==> config.mk <==
export PLATFORM = sky130hd
export DESIGN_NAME = exc_commit_flat
export DESIGN_NICKNAME = d
export VERILOG_FILES = /design/src/rtl/exc_commit_if.sv /design/src/rtl/exc_commit.sv /design/src/flat_wrapper.sv
export SDC_FILE = /design/constraint.sdc
export NUM_CORES = 1
export LEC_CHECK = 0
export ABC_AREA = 1
export BUFFER_PORTS_ARGS = -buffer_cell sky130_fd_sc_hd__buf_2
export CORE_ASPECT_RATIO = 0.7
export CORE_MARGIN = 2
export CORE_UTILIZATION = 30
export DETAILED_ROUTE_END_ITERATION = 7
export PLACE_DENSITY = 0.69
export SLEW_MARGIN = 20
export SYNTH_ARGS = -nofsm -noshare
export SYNTH_HDL_FRONTEND = slang
export SYNTH_SLANG_ARGS = --single-unit
export TNS_END_PERCENT = 5
==> constraint.sdc <==
create_clock -name clk -period 4.94 [get_ports clk]
set_input_delay 0.247 -clock clk [delete_from_list [all_inputs] [get_ports clk]]
set_output_delay 0.247 -clock clk [all_outputs]
set_load 0.02 [all_outputs]
==> src/rtl/exc_commit_if.sv <==
// ---------------------------------------------------------------------------
// exc_commit_if
//   Bundle between the exception/ERET commit unit and its surroundings: the
//   MEM-stage instruction and its fault flags, the CP0 state that is read,
//   the CP0 exception-update bus, the pipeline flush and the fetch redirect
//   handshake.
//   master : the commit unit (consumes MEM/CP0 state, drives CP0 bus + redirect)
//   slave  : the pipeline/CP0/fetch side (the opposite directions)
// ---------------------------------------------------------------------------
interface exc_commit_if #(
    parameter int CNT_W = 16
);
    // MEM-stage instruction
    logic             mem_valid;
    logic [31:0]      mem_pc;
    logic             mem_bd;
    logic             mem_if_adel;
    logic             mem_ri;
    logic             mem_ov;
    logic             mem_sys;
    logic             mem_bp;
    logic             mem_eret;
    logic             mem_d_adel;
    logic             mem_d_ades;
    logic [31:0]      mem_vaddr;
    // CP0 state
    logic             int_pending;
    logic             cp0_bev;
    logic [31:0]      cp0_epc;
    // CP0 exception-update bus
    logic             exc_valid;
    logic [4:0]       exc_excode;
    logic             exc_bd;
    logic [31:0]      exc_epc;
    logic [31:0]      exc_badvaddr;
    logic             exc_eret;
    // pipeline control / fetch redirect
    logic             flush;
    logic             redirect_valid;
    logic [31:0]      redirect_pc;
    logic             redirect_ready;
    logic [CNT_W-1:0] exc_count;

    modport master (
        input  mem_valid, mem_pc, mem_bd, mem_if_adel, mem_ri, mem_ov, mem_sys,
               mem_bp, mem_eret, mem_d_adel, mem_d_ades, mem_vaddr,
               int_pending, cp0_bev, cp0_epc, redirect_ready,
        output exc_valid, exc_excode, exc_bd, exc_epc, exc_badvaddr, exc_eret,
               flush, redirect_valid, redirect_pc, exc_count
    );

    modport slave (
        output mem_valid, mem_pc, mem_bd, mem_if_adel, mem_ri, mem_ov, mem_sys,
               mem_bp, mem_eret, mem_d_adel, mem_d_ades, mem_vaddr,
               int_pending, cp0_bev, cp0_epc, redirect_ready,
        input  exc_valid, exc_excode, exc_bd, exc_epc, exc_badvaddr, exc_eret,
               flush, redirect_valid, redirect_pc, exc_count
    );
endinterface

==> src/rtl/exc_commit.sv <==
// ---------------------------------------------------------------------------
// exc_commit
//   Exception/ERET commit unit at the MEM->WB boundary. Picks the winning
//   event of the instruction in MEM (interrupt level merged in), pulses the
//   CP0 exception-update bus for one cycle, flushes the pipeline and then
//   holds a redirect (exception vector or EPC) towards fetch until accepted.
// Ports
//   clk    : clock, all state on posedge
//   reset  : synchronous, active-high; drops any pending redirect
//   bus    : exc_commit_if.master (MEM flags, CP0 state, CP0 bus, redirect)
// Parameters
//   VEC_BEV1 / VEC_BEV0 : exception entry for Status.BEV = 1 / 0
//   CNT_W               : width of the saturating taken-event counter
// ---------------------------------------------------------------------------
module exc_commit #(
    parameter logic [31:0] VEC_BEV1 = 32'hBFC0_0380,
    parameter logic [31:0] VEC_BEV0 = 32'h8000_0180,
    parameter int          CNT_W    = 16
) (
    input  logic          clk,
    input  logic          reset,
    exc_commit_if.master  bus
);

    localparam logic [4:0] EXC_INT  = 5'h00;
    localparam logic [4:0] EXC_ADEL = 5'h04;
    localparam logic [4:0] EXC_ADES = 5'h05;
    localparam logic [4:0] EXC_SYS  = 5'h08;
    localparam logic [4:0] EXC_BP   = 5'h09;
    localparam logic [4:0] EXC_RI   = 5'h0a;
    localparam logic [4:0] EXC_OV   = 5'h0c;

    typedef enum logic [0:0] {IDLE, REDIRECT} state_t;

    // Winning event of the MEM instruction, listed in priority order.
    typedef enum logic [3:0] {
        W_NONE, W_INT, W_IF_ADEL, W_RI, W_OV, W_SYS, W_BP, W_ERET, W_D_ADEL, W_D_ADES
    } win_t;

    state_t           state_q, state_d;
    win_t             win;
    logic             fire;
    logic [4:0]       excode;
    logic [31:0]      badvaddr;
    logic [31:0]      epc;
    logic [31:0]      target;
    logic [31:0]      redirect_pc_q;
    logic [CNT_W-1:0] cnt_q;
    logic             cnt_sat;

    // ---- priority resolve --------------------------------------------------
    // Interrupt is a level from CP0: if MEM is empty it is simply seen again
    // on the next valid instruction, so nothing is latched here.
    always_comb begin
        win = W_NONE;
        if      (bus.int_pending) win = W_INT;
        else if (bus.mem_if_adel) win = W_IF_ADEL;
        else if (bus.mem_ri)      win = W_RI;
        else if (bus.mem_ov)      win = W_OV;
        else if (bus.mem_sys)     win = W_SYS;
        else if (bus.mem_bp)      win = W_BP;
        else if (bus.mem_eret)    win = W_ERET;
        else if (bus.mem_d_adel)  win = W_D_ADEL;
        else if (bus.mem_d_ades)  win = W_D_ADES;
    end

    always_comb begin
        excode   = EXC_INT;
        badvaddr = 32'd0;
        case (win)
            W_IF_ADEL: begin excode = EXC_ADEL; badvaddr = bus.mem_pc;    end
            W_RI:            excode = EXC_RI;
            W_OV:            excode = EXC_OV;
            W_SYS:           excode = EXC_SYS;
            W_BP:            excode = EXC_BP;
            W_D_ADEL:  begin excode = EXC_ADEL; badvaddr = bus.mem_vaddr; end
            W_D_ADES:  begin excode = EXC_ADES; badvaddr = bus.mem_vaddr; end
            default:         excode = EXC_INT;   // Int, ERET, none
        endcase
    end

    // Delay-slot instructions restart at the branch; wraps mod 2^32.
    assign epc    = bus.mem_bd ? (bus.mem_pc - 32'd4) : bus.mem_pc;
    assign target = (win == W_ERET) ? bus.cp0_epc
                                    : (bus.cp0_bev ? VEC_BEV1 : VEC_BEV0);

    // Events are only accepted in IDLE; in REDIRECT the MEM stage is being
    // flushed so whatever it holds is dead.
    assign fire = !reset && (state_q == IDLE) && bus.mem_valid && (win != W_NONE);

    // ---- FSM next state / outputs -----------------------------------------
    always_comb begin
        state_d            = state_q;
        bus.exc_valid      = 1'b0;
        bus.exc_excode     = 5'd0;
        bus.exc_bd         = 1'b0;
        bus.exc_epc        = 32'd0;
        bus.exc_badvaddr   = 32'd0;
        bus.exc_eret       = 1'b0;
        bus.flush          = 1'b0;
        bus.redirect_valid = 1'b0;
        case (state_q)
            IDLE: begin
                if (fire) begin
                    bus.exc_valid    = 1'b1;
                    bus.exc_excode   = excode;
                    bus.exc_bd       = bus.mem_bd;
                    bus.exc_epc      = epc;
                    bus.exc_badvaddr = badvaddr;
                    bus.exc_eret     = (win == W_ERET);
                    bus.flush        = 1'b1;
                    state_d          = REDIRECT;
                end
            end
            REDIRECT: begin
                bus.redirect_valid = 1'b1;
                bus.flush          = 1'b1;
                if (bus.redirect_ready) state_d = IDLE;
            end
            default: state_d = IDLE;
        endcase
        // Reset wins over a pending redirect: nothing leaves the block.
        if (reset) begin
            bus.redirect_valid = 1'b0;
            bus.flush          = 1'b0;
            state_d            = IDLE;
        end
    end

    assign cnt_sat = &cnt_q;

    // ---- state ------------------------------------------------------------
    always_ff @(posedge clk) begin
        if (reset) begin
            state_q       <= IDLE;
            redirect_pc_q <= 32'd0;
            cnt_q         <= '0;
        end else begin
            state_q <= state_d;
            if (fire) begin
                // Captured once; held untouched until fetch takes it.
                redirect_pc_q <= target;
                if (!cnt_sat) cnt_q <= cnt_q + 1'b1;
            end
        end
    end

    assign bus.redirect_pc = redirect_pc_q;
    assign bus.exc_count   = cnt_q;

endmodule

==> src/flat_wrapper.sv <==
// flat-port wrapper written by rule: the top's interface ports become plain ports
module exc_commit_flat 
#(
    parameter logic [31:0] VEC_BEV1 = 32'hBFC0_0380,
    parameter logic [31:0] VEC_BEV0 = 32'h8000_0180,
    parameter int          CNT_W    = 16
)
  (clk, reset, bus_mem_valid, bus_mem_pc, bus_mem_bd, bus_mem_if_adel, bus_mem_ri, bus_mem_ov, bus_mem_sys, bus_mem_bp, bus_mem_eret, bus_mem_d_adel, bus_mem_d_ades, bus_mem_vaddr, bus_int_pending, bus_cp0_bev, bus_cp0_epc, bus_redirect_ready, bus_exc_valid, bus_exc_excode, bus_exc_bd, bus_exc_epc, bus_exc_badvaddr, bus_exc_eret, bus_flush, bus_redirect_valid, bus_redirect_pc, bus_exc_count);
  exc_commit_if #(.CNT_W(CNT_W)) bus_i ();
  input  logic clk;
  input  logic reset;
  input wire logic [$bits(bus_i.mem_valid)-1:0] bus_mem_valid;
  input wire logic [$bits(bus_i.mem_pc)-1:0] bus_mem_pc;
  input wire logic [$bits(bus_i.mem_bd)-1:0] bus_mem_bd;
  input wire logic [$bits(bus_i.mem_if_adel)-1:0] bus_mem_if_adel;
  input wire logic [$bits(bus_i.mem_ri)-1:0] bus_mem_ri;
  input wire logic [$bits(bus_i.mem_ov)-1:0] bus_mem_ov;
  input wire logic [$bits(bus_i.mem_sys)-1:0] bus_mem_sys;
  input wire logic [$bits(bus_i.mem_bp)-1:0] bus_mem_bp;
  input wire logic [$bits(bus_i.mem_eret)-1:0] bus_mem_eret;
  input wire logic [$bits(bus_i.mem_d_adel)-1:0] bus_mem_d_adel;
  input wire logic [$bits(bus_i.mem_d_ades)-1:0] bus_mem_d_ades;
  input wire logic [$bits(bus_i.mem_vaddr)-1:0] bus_mem_vaddr;
  input wire logic [$bits(bus_i.int_pending)-1:0] bus_int_pending;
  input wire logic [$bits(bus_i.cp0_bev)-1:0] bus_cp0_bev;
  input wire logic [$bits(bus_i.cp0_epc)-1:0] bus_cp0_epc;
  input wire logic [$bits(bus_i.redirect_ready)-1:0] bus_redirect_ready;
  output wire logic [$bits(bus_i.exc_valid)-1:0] bus_exc_valid;
  output wire logic [$bits(bus_i.exc_excode)-1:0] bus_exc_excode;
  output wire logic [$bits(bus_i.exc_bd)-1:0] bus_exc_bd;
  output wire logic [$bits(bus_i.exc_epc)-1:0] bus_exc_epc;
  output wire logic [$bits(bus_i.exc_badvaddr)-1:0] bus_exc_badvaddr;
  output wire logic [$bits(bus_i.exc_eret)-1:0] bus_exc_eret;
  output wire logic [$bits(bus_i.flush)-1:0] bus_flush;
  output wire logic [$bits(bus_i.redirect_valid)-1:0] bus_redirect_valid;
  output wire logic [$bits(bus_i.redirect_pc)-1:0] bus_redirect_pc;
  output wire logic [$bits(bus_i.exc_count)-1:0] bus_exc_count;
  assign bus_i.mem_valid = bus_mem_valid;
  assign bus_i.mem_pc = bus_mem_pc;
  assign bus_i.mem_bd = bus_mem_bd;
  assign bus_i.mem_if_adel = bus_mem_if_adel;
  assign bus_i.mem_ri = bus_mem_ri;
  assign bus_i.mem_ov = bus_mem_ov;
  assign bus_i.mem_sys = bus_mem_sys;
  assign bus_i.mem_bp = bus_mem_bp;
  assign bus_i.mem_eret = bus_mem_eret;
  assign bus_i.mem_d_adel = bus_mem_d_adel;
  assign bus_i.mem_d_ades = bus_mem_d_ades;
  assign bus_i.mem_vaddr = bus_mem_vaddr;
  assign bus_i.int_pending = bus_int_pending;
  assign bus_i.cp0_bev = bus_cp0_bev;
  assign bus_i.cp0_epc = bus_cp0_epc;
  assign bus_i.redirect_ready = bus_redirect_ready;
  assign bus_exc_valid = bus_i.exc_valid;
  assign bus_exc_excode = bus_i.exc_excode;
  assign bus_exc_bd = bus_i.exc_bd;
  assign bus_exc_epc = bus_i.exc_epc;
  assign bus_exc_badvaddr = bus_i.exc_badvaddr;
  assign bus_exc_eret = bus_i.exc_eret;
  assign bus_flush = bus_i.flush;
  assign bus_redirect_valid = bus_i.redirect_valid;
  assign bus_redirect_pc = bus_i.redirect_pc;
  assign bus_exc_count = bus_i.exc_count;
  exc_commit #(.VEC_BEV1(VEC_BEV1), .VEC_BEV0(VEC_BEV0), .CNT_W(CNT_W)) u_core (.clk(clk), .reset(reset), .bus(bus_i));
endmodule
=== Yosys cells after proc, flatten, opt, wreduce, memory -nomap -nowiden ===
Cells that the tools add are included.

* Bits in registers: 49
* Bits in latches: 0
* RAM bits: 0
* Memory bits (read-only): 0
* Input port bits: 111
* Output and inout port bits: 122
* Logic and storage cells: 56
* Memories: 0

* Add/subtract/negate cells: 2
* Multipliers: 0
* Div/mod/pow operators: 0
* $lt $le $gt $ge: 0
* Equal/unequal tests: 8
* Shift operators: 0
* Multiplexer cells: 32
* Bitwise gates (word level): 2
* Reduce and logical (&&, ||, !) cells: 9

{| class="wikitable"
|+ Operators by type and width
! operator !! count
|-
| 32-bit 2-to-1 mux || 6
|-
| 32-bit one-hot mux with 2 select lines || 1
|-
| 4-bit 2-to-1 mux || 10
|-
| 32-bit by 3-bit subtractor with 32-bit output, second input constant || 1
|-
| 30-bit 2-to-1 mux || 1
|-
| 4-bit one-hot mux with 6 select lines || 1
|-
| 16-bit by 1-bit adder with 16-bit output, second input constant || 1
|-
| 4-bit by 3-bit equality test with 1-bit output, second input constant || 4
|-
| 16-bit AND reduction || 1
|-
| 1-bit 2-to-1 mux || 10
|-
| 4-bit by 2-bit equality test with 1-bit output, second input constant || 2
|-
| 4-bit equality test, second input constant || 2
|-
| 5-bit 2-to-1 mux || 1
|-
| 1-bit one-hot mux with 2 select lines || 2
|-
| 4-bit nonzero test || 1
|-
| 2-bit OR reduction || 2
|-
| 1-bit logical AND || 3
|-
| 1-bit inverter || 2
|-
| 2-bit AND reduction || 1
|-
| 1-bit zero test || 1
|}

=== Longest topological paths before layout ===
* Depth in word-level cells: 14
* Mapped depth: 15
* Depth with buffers taken out: 14

=== Worst setup path before layout ===
OpenSTA, ideal clock, no wires.

* Path kind: input-to-output
* Start point: input port bus_mem_if_adel
* End point: output port bus_exc_epc[3]
* Data arrival time: 1.762 ns
* Data required time: 4.693 ns
* Setup slack: 2.931 ns
* Cell stages on the path: 9
* Buffers on the path: 2
* Cell sequence: nor2_1 > nand2_1 > nor2_2 > nor2_4 > nand4_4 > nand2_2 > buf_6 > buf_6 > a211oi_1

* Longest elaborated chain between the ends: 6

{| class="wikitable"
|+ Ends and longest elaborated chain
! element !! RTL line !! text
|-
| from (decl) || flat_wrapper.sv:15 || <nowiki>input wire logic [$bits(bus_i.mem_if_adel)-1:0] bus_mem_if_adel;</nowiki>
|-
| 4-bit 2-to-1 mux || exc_commit.sv:57 || <nowiki>else if (bus.mem_if_adel) win = W_IF_ADEL;</nowiki>
|-
| 4-bit 2-to-1 mux || exc_commit.sv:56 || <nowiki>if (bus.int_pending) win = W_INT;</nowiki>
|-
| 4-bit nonzero test || exc_commit.sv:89 || <nowiki>assign fire = !reset && (state_q == IDLE) && bus.mem_valid && (win != W_NONE);</nowiki>
|-
| 1-bit logical AND || exc_commit.sv:89 ||
|-
| 32-bit 2-to-1 mux || exc_commit.sv:104 || <nowiki>if (fire) begin</nowiki>
|-
| 32-bit 2-to-1 mux || exc_commit.sv:102 || <nowiki>case (state_q)</nowiki>
|-
| to (decl) || flat_wrapper.sv:31 || <nowiki>output wire logic [$bits(bus_i.exc_epc)-1:0] bus_exc_epc;</nowiki>
|}

No other way between the ends.

=== Worst setup path after layout ===
Ends and elaborated chain as after synthesis.

==> metrics.md <==
| Metric | Value |
|---|---|
| H-tree levels | `2` |
| Vias after detailed routing | `a little under 5000` |
| Synth top area share | `0.249` |
| Slowest cell delay on critical path | `approximately 0.50 ns` |
| Iter 0 DRT Violations | `between 400 and 500` |
| Post CTS Setup Buffer Count | `0` |
| Mean Syn Cell Area | `~5.8 um2` |
| First-pass GRT wire length | `roughly 22 mm` |
| Num CTS Buffers | `5` |
| Worst path cell trace | `buf_2, nor2_1, nand2_1, nor2_2, nor2_4, nand4_4, nand2_4, buf_4, a211oi_1, buf_2` |
| Hold Crit Start | `bus_redirect_ready` |
| Sequential fraction of the synthesis area | `0.249` |
| #FFs+latches synth | `49` |
| CP Data Arrival Time | `~2.9 ns` |
| Post-CTS sizing | `0` |
| RD Place Congestion | `roughly 0.97` |
| Post-synth cell types | `33` |
| RSZ-0062 raised after global routing | `no` |
| Top_reg_cell synth | `dfxtp_1` |
| Setup violators final | `0` |
| YS warnings | `0` |
| CP bufs+invs | `3` |
| Final wirelength | `13.7 mm` |
| Core Box Area | `0.0126 mm2` |
| Synthesized cell area | `roughly 0.0039 mm2` |
| WP data required | `about 4.7 ns` |
| Initial antenna violation count | `0` |
| Antenna fix cells | `0` |
| Worst setup SP type | `primary input` |
| Crit path top cell by count | `buf_2` |
| Leakage Power | `between 2 and 3 nW` |
| Via-per-instance ratio | `between 4 and 5` |
| Slew headroom | `0.343` |
| Status | `finished clean` |
| Number of max-cap violations | `0` |
| Cells after Synth | `about 680` |
| Area grow syn2layout | `34.4%` |
| Crit Path Max Fanout | `48` |
| CTS tree | `yes` |
| Delay-heaviest family, CP | `simple AND/OR/NAND/NOR gates` |
| Die H | `between 90 and 100 um` |
| Final Max Slew Viols | `0` |
| Worst clock skew | `between 0.003 and 0.004 ns` |
| Total track usage | `0.185` |
| FP Rows | `34` |
| Top post-synthesis cells by area | `dfxtp_1 25%, nand2_1 18%, nor2_1 11%, a21oi_1 10%, inv_1 6.9%` |
| Clock root buffer | `clkbuf_16` |
| HPWL Detailed | `between 10 and 15 mm` |
| Syn nets | `about 790` |
| Port bufs | `between 200 and 250` |
| Post-synth EDFFs | `0` |
| Critical R2R Launch | `u_core.bus.exc_count[0]` |
| Clock Sinks | `49` |
| Die ar. | `approximately 0.014 mm2` |
| Clock transition at the registers of the reported paths | `roughly 0.070 ns` |
| P per Cell Area | `between 150 and 200 mW/mm2` |
| Max Clk Rate | `between 300 and 400 MHz` |
| Tcrit/Tclk final | `0.642` |
| Routed Antenna Nets | `0` |
| Crit path time final | `~3.2 ns` |
| Routed wire per std cell | `between 10 and 15 um` |
| Hold_ws | `between 0.1 and 0.15 ns` |
| Detailed Routing Iterations Pass 1 | `5` |
| HP Class | `in2reg` |
| Synth async-reset ratio | `0` |
| Die boundary width | `approximately 140 um` |
| Setup Total Neg Slack | `0 ns` |
| Clk Latency, worst-skew pair | `between 0.2 and 0.3 ns` |
| Largest net degree at the start of global routing | `49` |
| Crit path kind | `in2out` |
| Total global routing overflow | `0` |
| Clock Tree Buf Depth | `2` |
| Critical path endpoint category | `output pin` |
| CP max stage cell | `nor2_2` |
| Cell taking the most area after synthesis | `dfxtp_1` |
| # DRC | `0` |
| Nets@finish | `roughly 1000` |
| Maximum vdd drop | `0.179 mV` |
| Initial core utilization | `0.312` |
| Share of layout cells above drive strength 1 | `0.289` |
| # IOs | `233` |
| Final hold vios | `0` |
| Crit path from | `bus_mem_if_adel` |
| Number of global-route vias before repair | `4303` |
| Actual slew at the worst max-slew pin | `0.984 ns` |
| Hold buffer count at CTS | `0` |
-- stage by stage --
| stage | worst slack, ns | cells | power (mW) | area [um2] | util |
|---|---|---|---|---|---|
| floorplan | 2.93 | 679 | 0.562 | 3940 | - |
| global placement | 1.75 | 1038 | 0.665 | 5130 | 0.407 |
| detailed placement | 1.77 | 1038 | 0.664 | 5130 | 0.407 |
| CTS | 1.75 | 1045 | 1.05 | 5290 | 0.420 |
| global route | 1.49 | 1045 | 1.10 | 5290 | 0.420 |
| finish | 1.77 | 1045 | 1.04 | 5290 | 0.420 |
-- cell usage in the layout, fill, tap and decap left out, types with 2 or more instances in the layout --
cell type and instances:
buf_2 231, nand2_1 187, nor2_1 112, a21oi_1 82, inv_1 72, dfxtp_1 49, nand3_1 47, nand4_1 21
xor2_1 20, xnor2_1 14, nor3_1 7, nor4_1 5, clkbuf_16 5, o21ai_0 4, nand3_2 3, buf_4 3
nor2_2 2, ha_1 2
-- worst register-to-register path: stages (launching register included) --
cell and delay [ns]:
dfxtp_1 0.40, ha_1 0.21, nand2_1 0.08, nor2_1 0.34
nand4_1 0.59, nand3_2 0.52, nand2_1 0.11, nand2_1 0.07
nor2_1 0.04
-- path summary, 6_finish.rpt --
kind,slack (ns),to,depth (start not counted)
max,1.77,bus_exc_epc[3],10
min,0.14,u_core.state_q,2
max reg2reg,2.46,u_core.bus.exc_count[1],8
min reg2reg,0.46,u_core.bus.redirect_pc[21],2
-- flip-flops by register name, indices dropped and copies added, names as in the netlist --
name / count
u_core.state_q: 1
u_core.bus.exc_count: 16
u_core.bus.redirect_pc: 32
-- cell usage after synthesis, drive strengths merged (9+ instances only) --
master and instances:
clkbuf 12, nor2 115, a21oi 82, buf 25
xor2 20, xnor2 14, nor3 9, nand2 189
nand3 50, nand4 23, dfxtp 49, inv 73
-- logic make-up after synthesis --
family                   after synthesis  synth area share
AND/OR/NAND/NOR                      394             0.433
buffers and inverters                110             0.120
AO/OA/AOI/OAI                         89             0.115
flip-flops                            49             0.249
XOR/XNOR                              34            0.0757
adder cells (fa/ha/maj)                2           0.00636
other                                  1          0.000953
-- final cells by class --
class	count	area, um2
fill	1363	7300
multi-input combinational	520	2490
timing repair buffer	234	1180
sequential	49	981
inverter	73	274
tap	162	203
clock buffer	5	125
clock inverter	2	35.0
-- power by group --
part	switching, mW	internal (mW)	total (mW)	leakage [nW]
sequential	0.00522	0.403	0.408	0.396
clock	0.149	0.235	0.384	0.0797
combinational	0.166	0.0820	0.248	2.18
-- per-layer routing --
metal  vias up  share of wire  track usage
li1       2561              -            -
met1      2166           0.50        0.280
met2       205           0.41        0.276
met3        15          0.076       0.0339
met4         0          0.012       0.0323
met5         -              0            0
No activity file was read; power rests on OpenSTA's default activity.
